[src/rtl/s3_pm_pkg.sv]
// s3_pm_pkg
// Shared definitions for the S3 power-state sequencer and its neighbours.
//   - S3_STATE_W and the 3-bit state codes published on fsm_state.
//   - s3_state_e, the FSM state type built from those codes.
//   - Default IDLE_LIMIT / SETTLE_CYCLES values, shared with the datapath and bench.
package s3_pm_pkg;

    localparam int S3_STATE_W = 3;

    localparam logic [S3_STATE_W-1:0] ST_ACTIVE   = 3'd0;
    localparam logic [S3_STATE_W-1:0] ST_SAVE     = 3'd1;
    localparam logic [S3_STATE_W-1:0] ST_CLAMP    = 3'd2;
    localparam logic [S3_STATE_W-1:0] ST_GATE     = 3'd3;
    localparam logic [S3_STATE_W-1:0] ST_OFF      = 3'd4;
    localparam logic [S3_STATE_W-1:0] ST_POWER_UP = 3'd5;
    localparam logic [S3_STATE_W-1:0] ST_RESTORE  = 3'd6;
    localparam logic [S3_STATE_W-1:0] ST_RELEASE  = 3'd7;

    typedef enum logic [S3_STATE_W-1:0] {
        S_ACTIVE   = ST_ACTIVE,
        S_SAVE     = ST_SAVE,
        S_CLAMP    = ST_CLAMP,
        S_GATE     = ST_GATE,
        S_OFF      = ST_OFF,
        S_POWER_UP = ST_POWER_UP,
        S_RESTORE  = ST_RESTORE,
        S_RELEASE  = ST_RELEASE
    } s3_state_e;

    localparam int DEF_IDLE_LIMIT    = 10;
    localparam int DEF_SETTLE_CYCLES = 4;

endpackage

[src/rtl/s3_cycle_counter.sv]
// s3_cycle_counter
// Generic up-counter with clear, enable, saturation at all-ones, and a
// terminal compare against a limit supplied at run time.
// Ports:
//   clk, reset  - clock and synchronous active-high reset
//   clr         - clear to zero on the next edge (priority over en)
//   en          - count up by one, holding once all-ones is reached
//   limit       - terminal value for the compare
//   count       - current count
//   at_limit    - high while count >= limit
module s3_cycle_counter #(
    parameter int CNT_W = 8
) (
    input  logic             clk,
    input  logic             reset,
    input  logic             clr,
    input  logic             en,
    input  logic [CNT_W-1:0] limit,
    output logic [CNT_W-1:0] count,
    output logic             at_limit
);

    logic [CNT_W-1:0] count_q;
    logic [CNT_W-1:0] count_d;

    always_comb begin
        count_d = count_q;
        if (clr) begin
            count_d = '0;
        end else if (en && (count_q != {CNT_W{1'b1}})) begin
            count_d = count_q + 1'b1;
        end
    end

    always_ff @(posedge clk) begin
        if (reset) begin
            count_q <= '0;
        end else begin
            count_q <= count_d;
        end
    end

    assign count    = count_q;
    // >= rather than == so a saturated count still reads as terminal.
    assign at_limit = (count_q >= limit);

endmodule

[src/rtl/s3_sequencer.sv]
// s3_sequencer
// Central S3 power-state sequencer. Enters S3 on a software request or after
// IDLE_LIMIT consecutive idle cycles, walks save -> clamp -> gate -> off, and
// on wake walks power-up settle -> RAM restore -> isolation release.
// All outputs are decoded from registered state only.
// Ports:
//   clk, reset     - clock and synchronous active-high reset
//   idle           - ALU idle indication
//   sleep_req      - level request to enter S3
//   wake_req       - level wake event (wins over sleep_req)
//   s3_state       - high during the save/retain phase
//   ram_we         - RAM write enable (store in SAVE, restore in RESTORE)
//   clk_gate       - gate the datapath clock
//   iso_clampn     - active-low isolation clamp
//   reset_assert   - hold the datapath in reset
//   pg_down        - power-gate switch off
//   restore_valid  - one-cycle pulse once RAM outputs hold restored data
//   sleeping       - high only in OFF
//   fsm_state      - current state code
module s3_sequencer
    import s3_pm_pkg::*;
#(
    parameter int IDLE_LIMIT    = DEF_IDLE_LIMIT,
    parameter int SETTLE_CYCLES = DEF_SETTLE_CYCLES,
    parameter int CNT_W         = 8
) (
    input  logic                  clk,
    input  logic                  reset,
    input  logic                  idle,
    input  logic                  sleep_req,
    input  logic                  wake_req,
    output logic                  s3_state,
    output logic                  ram_we,
    output logic                  clk_gate,
    output logic                  iso_clampn,
    output logic                  reset_assert,
    output logic                  pg_down,
    output logic                  restore_valid,
    output logic                  sleeping,
    output logic [S3_STATE_W-1:0] fsm_state
);

    // Terminal counts are one less than the cycle totals: the compare is made
    // against the count of samples already taken, before the current one.
    localparam logic [CNT_W-1:0] IDLE_TERM   = CNT_W'(IDLE_LIMIT - 1);
    localparam logic [CNT_W-1:0] SETTLE_TERM = CNT_W'(SETTLE_CYCLES - 1);

    s3_state_e state_q;
    s3_state_e state_d;
    logic      from_restore_q;
    logic      from_restore_d;

    logic             idle_clr;
    logic             idle_hit;
    logic [CNT_W-1:0] idle_count;
    logic             settle_clr;
    logic             settle_done;
    logic [CNT_W-1:0] settle_count;

    // Idle counter: counts consecutive idle samples taken while in ACTIVE and
    // stays at zero in every other state, including the edge that leaves.
    assign idle_clr = !idle || (state_q != S_ACTIVE) || (state_d != S_ACTIVE);

    s3_cycle_counter #(
        .CNT_W (CNT_W)
    ) u_idle_cnt (
        .clk      (clk),
        .reset    (reset),
        .clr      (idle_clr),
        .en       (idle),
        .limit    (IDLE_TERM),
        .count    (idle_count),
        .at_limit (idle_hit)
    );

    // Settle counter: zero on the first POWER_UP cycle, one per cycle after,
    // and back to zero on the edge that leaves POWER_UP.
    assign settle_clr = (state_q != S_POWER_UP) || (state_d != S_POWER_UP);

    s3_cycle_counter #(
        .CNT_W (CNT_W)
    ) u_settle_cnt (
        .clk      (clk),
        .reset    (reset),
        .clr      (settle_clr),
        .en       (1'b1),
        .limit    (SETTLE_TERM),
        .count    (settle_count),
        .at_limit (settle_done)
    );

    always_comb begin
        state_d        = state_q;
        from_restore_d = (state_q == S_RESTORE);
        case (state_q)
            S_ACTIVE: begin
                // The current idle sample completes the run when the count of
                // earlier samples already sits at IDLE_LIMIT-1.
                if (!wake_req && (sleep_req || (idle && idle_hit))) begin
                    state_d = S_SAVE;
                end
            end
            S_SAVE:  state_d = S_CLAMP;
            S_CLAMP: state_d = wake_req ? S_RELEASE : S_GATE;
            // Past the clamp the sequence is committed; wake is honoured in OFF.
            S_GATE:  state_d = S_OFF;
            S_OFF: begin
                if (wake_req) begin
                    state_d = S_POWER_UP;
                end
            end
            S_POWER_UP: begin
                if (settle_done) begin
                    state_d = S_RESTORE;
                end
            end
            S_RESTORE: state_d = S_RELEASE;
            S_RELEASE: state_d = S_ACTIVE;
            default:   state_d = S_ACTIVE;
        endcase
    end

    always_ff @(posedge clk) begin
        if (reset) begin
            state_q        <= S_ACTIVE;
            from_restore_q <= 1'b0;
        end else begin
            state_q        <= state_d;
            from_restore_q <= from_restore_d;
        end
    end

    // Moore output decode. The clamp is applied one state before clock gating
    // and reset, and released one state after reset drops, so the isolation
    // boundary always brackets the unpowered interval.
    always_comb begin
        s3_state      = 1'b0;
        ram_we        = 1'b0;
        clk_gate      = 1'b0;
        iso_clampn    = 1'b1;
        reset_assert  = 1'b0;
        pg_down       = 1'b0;
        restore_valid = 1'b0;
        sleeping      = 1'b0;
        case (state_q)
            S_SAVE: begin
                s3_state = 1'b1;
                ram_we   = 1'b1;
            end
            S_CLAMP: begin
                s3_state   = 1'b1;
                iso_clampn = 1'b0;
            end
            S_GATE, S_POWER_UP: begin
                s3_state     = 1'b1;
                iso_clampn   = 1'b0;
                clk_gate     = 1'b1;
                reset_assert = 1'b1;
            end
            S_OFF: begin
                s3_state     = 1'b1;
                iso_clampn   = 1'b0;
                clk_gate     = 1'b1;
                reset_assert = 1'b1;
                pg_down      = 1'b1;
                sleeping     = 1'b1;
            end
            S_RESTORE: begin
                iso_clampn = 1'b0;
                ram_we     = 1'b1;
            end
            S_RELEASE: begin
                // An abort from CLAMP also passes through RELEASE, but no RAM
                // restore happened, so the pulse is suppressed.
                restore_valid = from_restore_q;
            end
            default: begin
            end
        endcase
    end

    assign fsm_state = state_q;

endmodule

[config.mk]
export PLATFORM = sky130hd
export DESIGN_NAME = s3_sequencer
export DESIGN_NICKNAME = d
export VERILOG_FILES = /design/src/rtl/s3_pm_pkg.sv /design/src/rtl/s3_cycle_counter.sv /design/src/rtl/s3_sequencer.sv
export SDC_FILE = /design/constraint.sdc
export NUM_CORES = 1
export LEC_CHECK = 0
export CAP_MARGIN = 0
export CORE_ASPECT_RATIO = 1.4
export CORE_MARGIN = 2
export CORE_UTILIZATION = 25
export DETAILED_ROUTE_END_ITERATION = 12
export SLEW_MARGIN = 20
export SYNTH_ARGS = -nofsm -noshare
export SYNTH_HDL_FRONTEND = slang
export SYNTH_SLANG_ARGS = --single-unit
[constraint.sdc]
create_clock -name clk -period 2 [get_ports clk]
set_clock_uncertainty 0.2 [all_clocks]
set_input_delay 0.2 -clock clk [delete_from_list [all_inputs] [get_ports clk]]
set_output_delay 0.2 -clock clk [all_outputs]
set_load 0.005 [all_outputs]
==> impl_metrics.yaml <==
run_status:
  run_status: "finished, final reports clean"
worst_hold_path:
  min-delay-path-class: "reg2reg"
  min_delay_path_depth: 1
  timing.hold.worst_endpoint: "u_idle_cnt.count[7]"
  hold_path.startpoint: "u_idle_cnt.count[7]"
grt:
  grt_pass1_vias: 869
  grt.overflow.total: 0
  grt_pass1_wl_um: 3636
  grt_max_degree: 13
  antenna_found_initial: 0
  overall_routing_resource_usage: 0.09663
yosys:
  ys_dominant_reg_cell: "sky130_fd_sc_hd__dfxtp_1"
  yosys-top-cells-area: "sky130_fd_sc_hd__dfxtp_1 (40%), sky130_fd_sc_hd__a211oi_2 (7.5%), sky130_fd_sc_hd__nor2_1 (5.6%)"
  syn_inst: 105
  synthDominantAreaCellType: "sky130_fd_sc_hd__dfxtp_1"
  synth-async-reset-ratio: 0
  yosys.cell_types.count: 36
  yosys.cell_count.top_type: "sky130_fd_sc_hd__dfxtp_1"
  yosysWarningCount: 0
  synth_area_um2: 997.2
  synth-seq-area-share: 0.4015
  number_of_synthesized_flops_with_an_enable_pin: 0
  synthTopCellsByCount: "sky130_fd_sc_hd__dfxtp_1 (20), sky130_fd_sc_hd__nor2_1 (15), sky130_fd_sc_hd__a211oi_2 (6), sky130_fd_sc_hd__nand3_1 (6)"
  synth_top_area_frac: 0.4015
  ys_ff_latch: 20
  avgSynthCellArea_um2: 9.497
floorplan:
  floorplan.io_pins: 16
  die_x_um: 57.38
  initial_core_util: 0.2567
  die_h_um: 78.73
  rows: 27
  die_area_mm2: 0.004517
  area_inside_the_core_boundary_mm2: 0.003885
place:
  detailed_place_hpwl_um: 1523
  dp_slack_ns: -0.04528
  dp.cells: 171
  gpl.final_weighted_congestion: 0.8307
  port_buffers: 15
routing:
  dr_total_vias: 864
  drtAntennaViolNets: 0
  via_per_inst: 4.937
  highest_layer_used_for_signal_routing: "met4"
  drt-wirelength-per-cell_um: 11.56
  detail_route.drc_violations: 0
  met3_routed_wl_um: 79
  drt-total-wl_um: 2023
  firstDrtPassIters: 4
  dr.first_iter.drc_count: 25
  met2_wirelength_um: 1076
  routedLengthMet1_um: 853
clock_network:
  cts_setup_buffers: 0
  clk-insertion-delay-late_ns: 0.25
  numClockSinks: 20
  cts_hold_repair.buffers: 0
  clkSlewWorstSetupHoldPaths_ns: 0.08
  cts-root-buf: "sky130_fd_sc_hd__clkbuf_8"
  clock_tree_from_tritoncts: "built"
  clk_path_buf_depth: 2
  tritoncts.num_buffers: 3
  clock_tree.htree_level_count: 1
worst_setup_path:
  critical_path_required_ns: 1.98
  cpLargestDelayFamily: "simple AND/OR/NAND/NOR gates"
  regToRegEndpoint: "fsm_state[0]"
  type_of_the_worst_setup_path: "reg2reg"
  crit_path_max_incr_delay_ns: 0.66
  cp_num_buf_inv: 1
  worst-r2r-setup-slack_ns: 0.05
  crit_fanout: 3
  critical_path.slowest_cell: "sky130_fd_sc_hd__or4b_2"
  path_cells: "inv_2, ha_1, or3b_4, a211oi_4, or4b_2, a21oi_2"
  critical_path.reg2reg.startpoint: "u_idle_cnt.count[0]"
  startpoint_type: "flip-flop"
  worst_setup_ep_type: "flip-flop"
  rr_worst_depth: 6
  arrival_ns: 1.93
layout:
  diodes: 0
  finalNetCount: 142
  fillCellCount: 376
  areaGrowthSynthToFinish_pct: 36.39
  finalNonFillerCells: 175
  drive_gt1_frac: 0.2727
timing:
  timing_hold_violations_final: 0
  upper_clock_frequency_limit_ghz: 0.5120
  maxSlewViolCount: 0
  setup_ws_ns: 0.04671
  setup_violations: 0
  layout_min_cycle_time_ns: 1.953
  rsz0062_at_grt: "true"
  timing.final.crit_share: 0.9766
power:
  ir_drop_v: 0.0004635
  leakagePower_nw: 0.4973
  power-per-cell-area_mw_per_mm2: 834.1
run:
  timing.max_cap.violations: 0
-- cells by family after synthesis --
kind of cell | count (synthesis) | synth area share
AOI/OAI and AO/OA | 21 | 0.1932
xor gates and xnor gates | 3 | 0.02635
adders and majority gates | 4 | 0.05019
buffers and inverters | 10 | 0.05394
DFF | 20 | 0.4015
muxes | 3 | 0.03011
other | 1 | 0.003761
and+or+nand+nor | 43 | 0.2409
-- registers in the layout, indices dropped and copies added, names as in the netlist --
| signal | cells |
|---|---|
| fsm_state | 3 |
| u_settle_cnt.count | 8 |
| u_idle_cnt.count | 8 |
| from_restore_q | 1 |
-- cell type report --
class                      count  area [um^2]  share of cell area
tap                           43        53.80             0.03956
multi-input combinational     80        586.8              0.4315
clock buffer                   3        41.29             0.03036
inverter                       4        15.01             0.01104
timing repair buffer          24        217.7              0.1601
sequential                    20        415.4              0.3054
clock inverter                 1        30.03             0.02208
-- through the flow --
| stage | cell area, um^2 | total power [mW] | hold WS (ns) | utilization | setup TNS, ns |
|---|---|---|---|---|---|
| after floorplan | 1016 | 0.6123 | 0.06907 | - | 0 |
| after global routing | 1360 | 1.200 | 0.3051 | 0.3501 | -0.03235 |
| final | 1360 | 1.134 | 0.2890 | 0.3501 | 0 |
| after global placement | 1249 | 0.7235 | 0.2826 | 0.3214 | 0 |
| after CTS | 1340 | 1.140 | 0.3289 | 0.3449 | 0 |
| after detailed placement | 1249 | 0.7270 | 0.3091 | 0.3214 | -0.1659 |
-- worst max-delay path by stage --
stage	startpoint	to	slack, ns	cells past startpoint
2_1_floorplan	u_idle_cnt.count[1]	u_idle_cnt.count[2]	0.03	6
3_3_place_gp	u_idle_cnt.count[1]	u_idle_cnt.count[4]	0.007	6
3_5_place_dp	u_idle_cnt.count[1]	u_idle_cnt.count[7]	-0.05	6
4_1_cts	u_idle_cnt.count[7]	u_idle_cnt.count[7]	0.006	4
5_1_grt	u_idle_cnt.count[1]	u_idle_cnt.count[7]	-0.03	6
6_report	u_idle_cnt.count[0]	fsm_state[0]	0.05	6
-- power by group --
group / total (mW) / internal (mW) / switching (mW)
clock network: 0.398 / 0.267 / 0.131
registers: 0.480 / 0.427 / 0.0522
logic: 0.257 / 0.162 / 0.0956
-- per-layer routing --
metal | vias to the layer above | track usage
li1 | 422 | -
met1 | 417 | 0.1170
met2 | 23 | 0.1705
met3 | 2 | 0.01629
met4 | 0 | 0.03023
met5 | - | 0
-- cells in the final DEF (no fill, tap or decap), types with 2 or more instances in the layout --
cell type | synthesis | final
sky130_fd_sc_hd__nand2b_1 | 3 | 3
sky130_fd_sc_hd__dfxtp_2 | 0 | 3
sky130_fd_sc_hd__and4_1 | 2 | 2
sky130_fd_sc_hd__nand4_1 | 2 | 2
sky130_fd_sc_hd__inv_2 | 0 | 2
sky130_fd_sc_hd__ha_1 | 4 | 3
sky130_fd_sc_hd__nor2_1 | 15 | 15
sky130_fd_sc_hd__inv_1 | 4 | 2
sky130_fd_sc_hd__nand2_1 | 4 | 4
sky130_fd_sc_hd__dfxtp_1 | 20 | 14
sky130_fd_sc_hd__conb_1 | 1 | 6
sky130_fd_sc_hd__nor3_1 | 2 | 2
sky130_fd_sc_hd__a211oi_2 | 6 | 5
sky130_fd_sc_hd__o21ai_0 | 4 | 3
sky130_fd_sc_hd__mux2i_1 | 3 | 3
sky130_fd_sc_hd__clkbuf_8 | 0 | 3
sky130_fd_sc_hd__a21oi_1 | 3 | 2
sky130_fd_sc_hd__clkdlybuf4s50_1 | 0 | 15
sky130_fd_sc_hd__dfxtp_4 | 0 | 3
sky130_fd_sc_hd__buf_4 | 2 | 9
sky130_fd_sc_hd__nand3_1 | 6 | 6
sky130_fd_sc_hd__xor2_1 | 2 | 2
-- timing repair --
item,4_1_cts,5_1_grt
resized for setup,8,10
cloned,0,0
pin swaps,3,1
setup endpoints to repair,15,15
No activity file was read; power rests on OpenSTA's default activity.
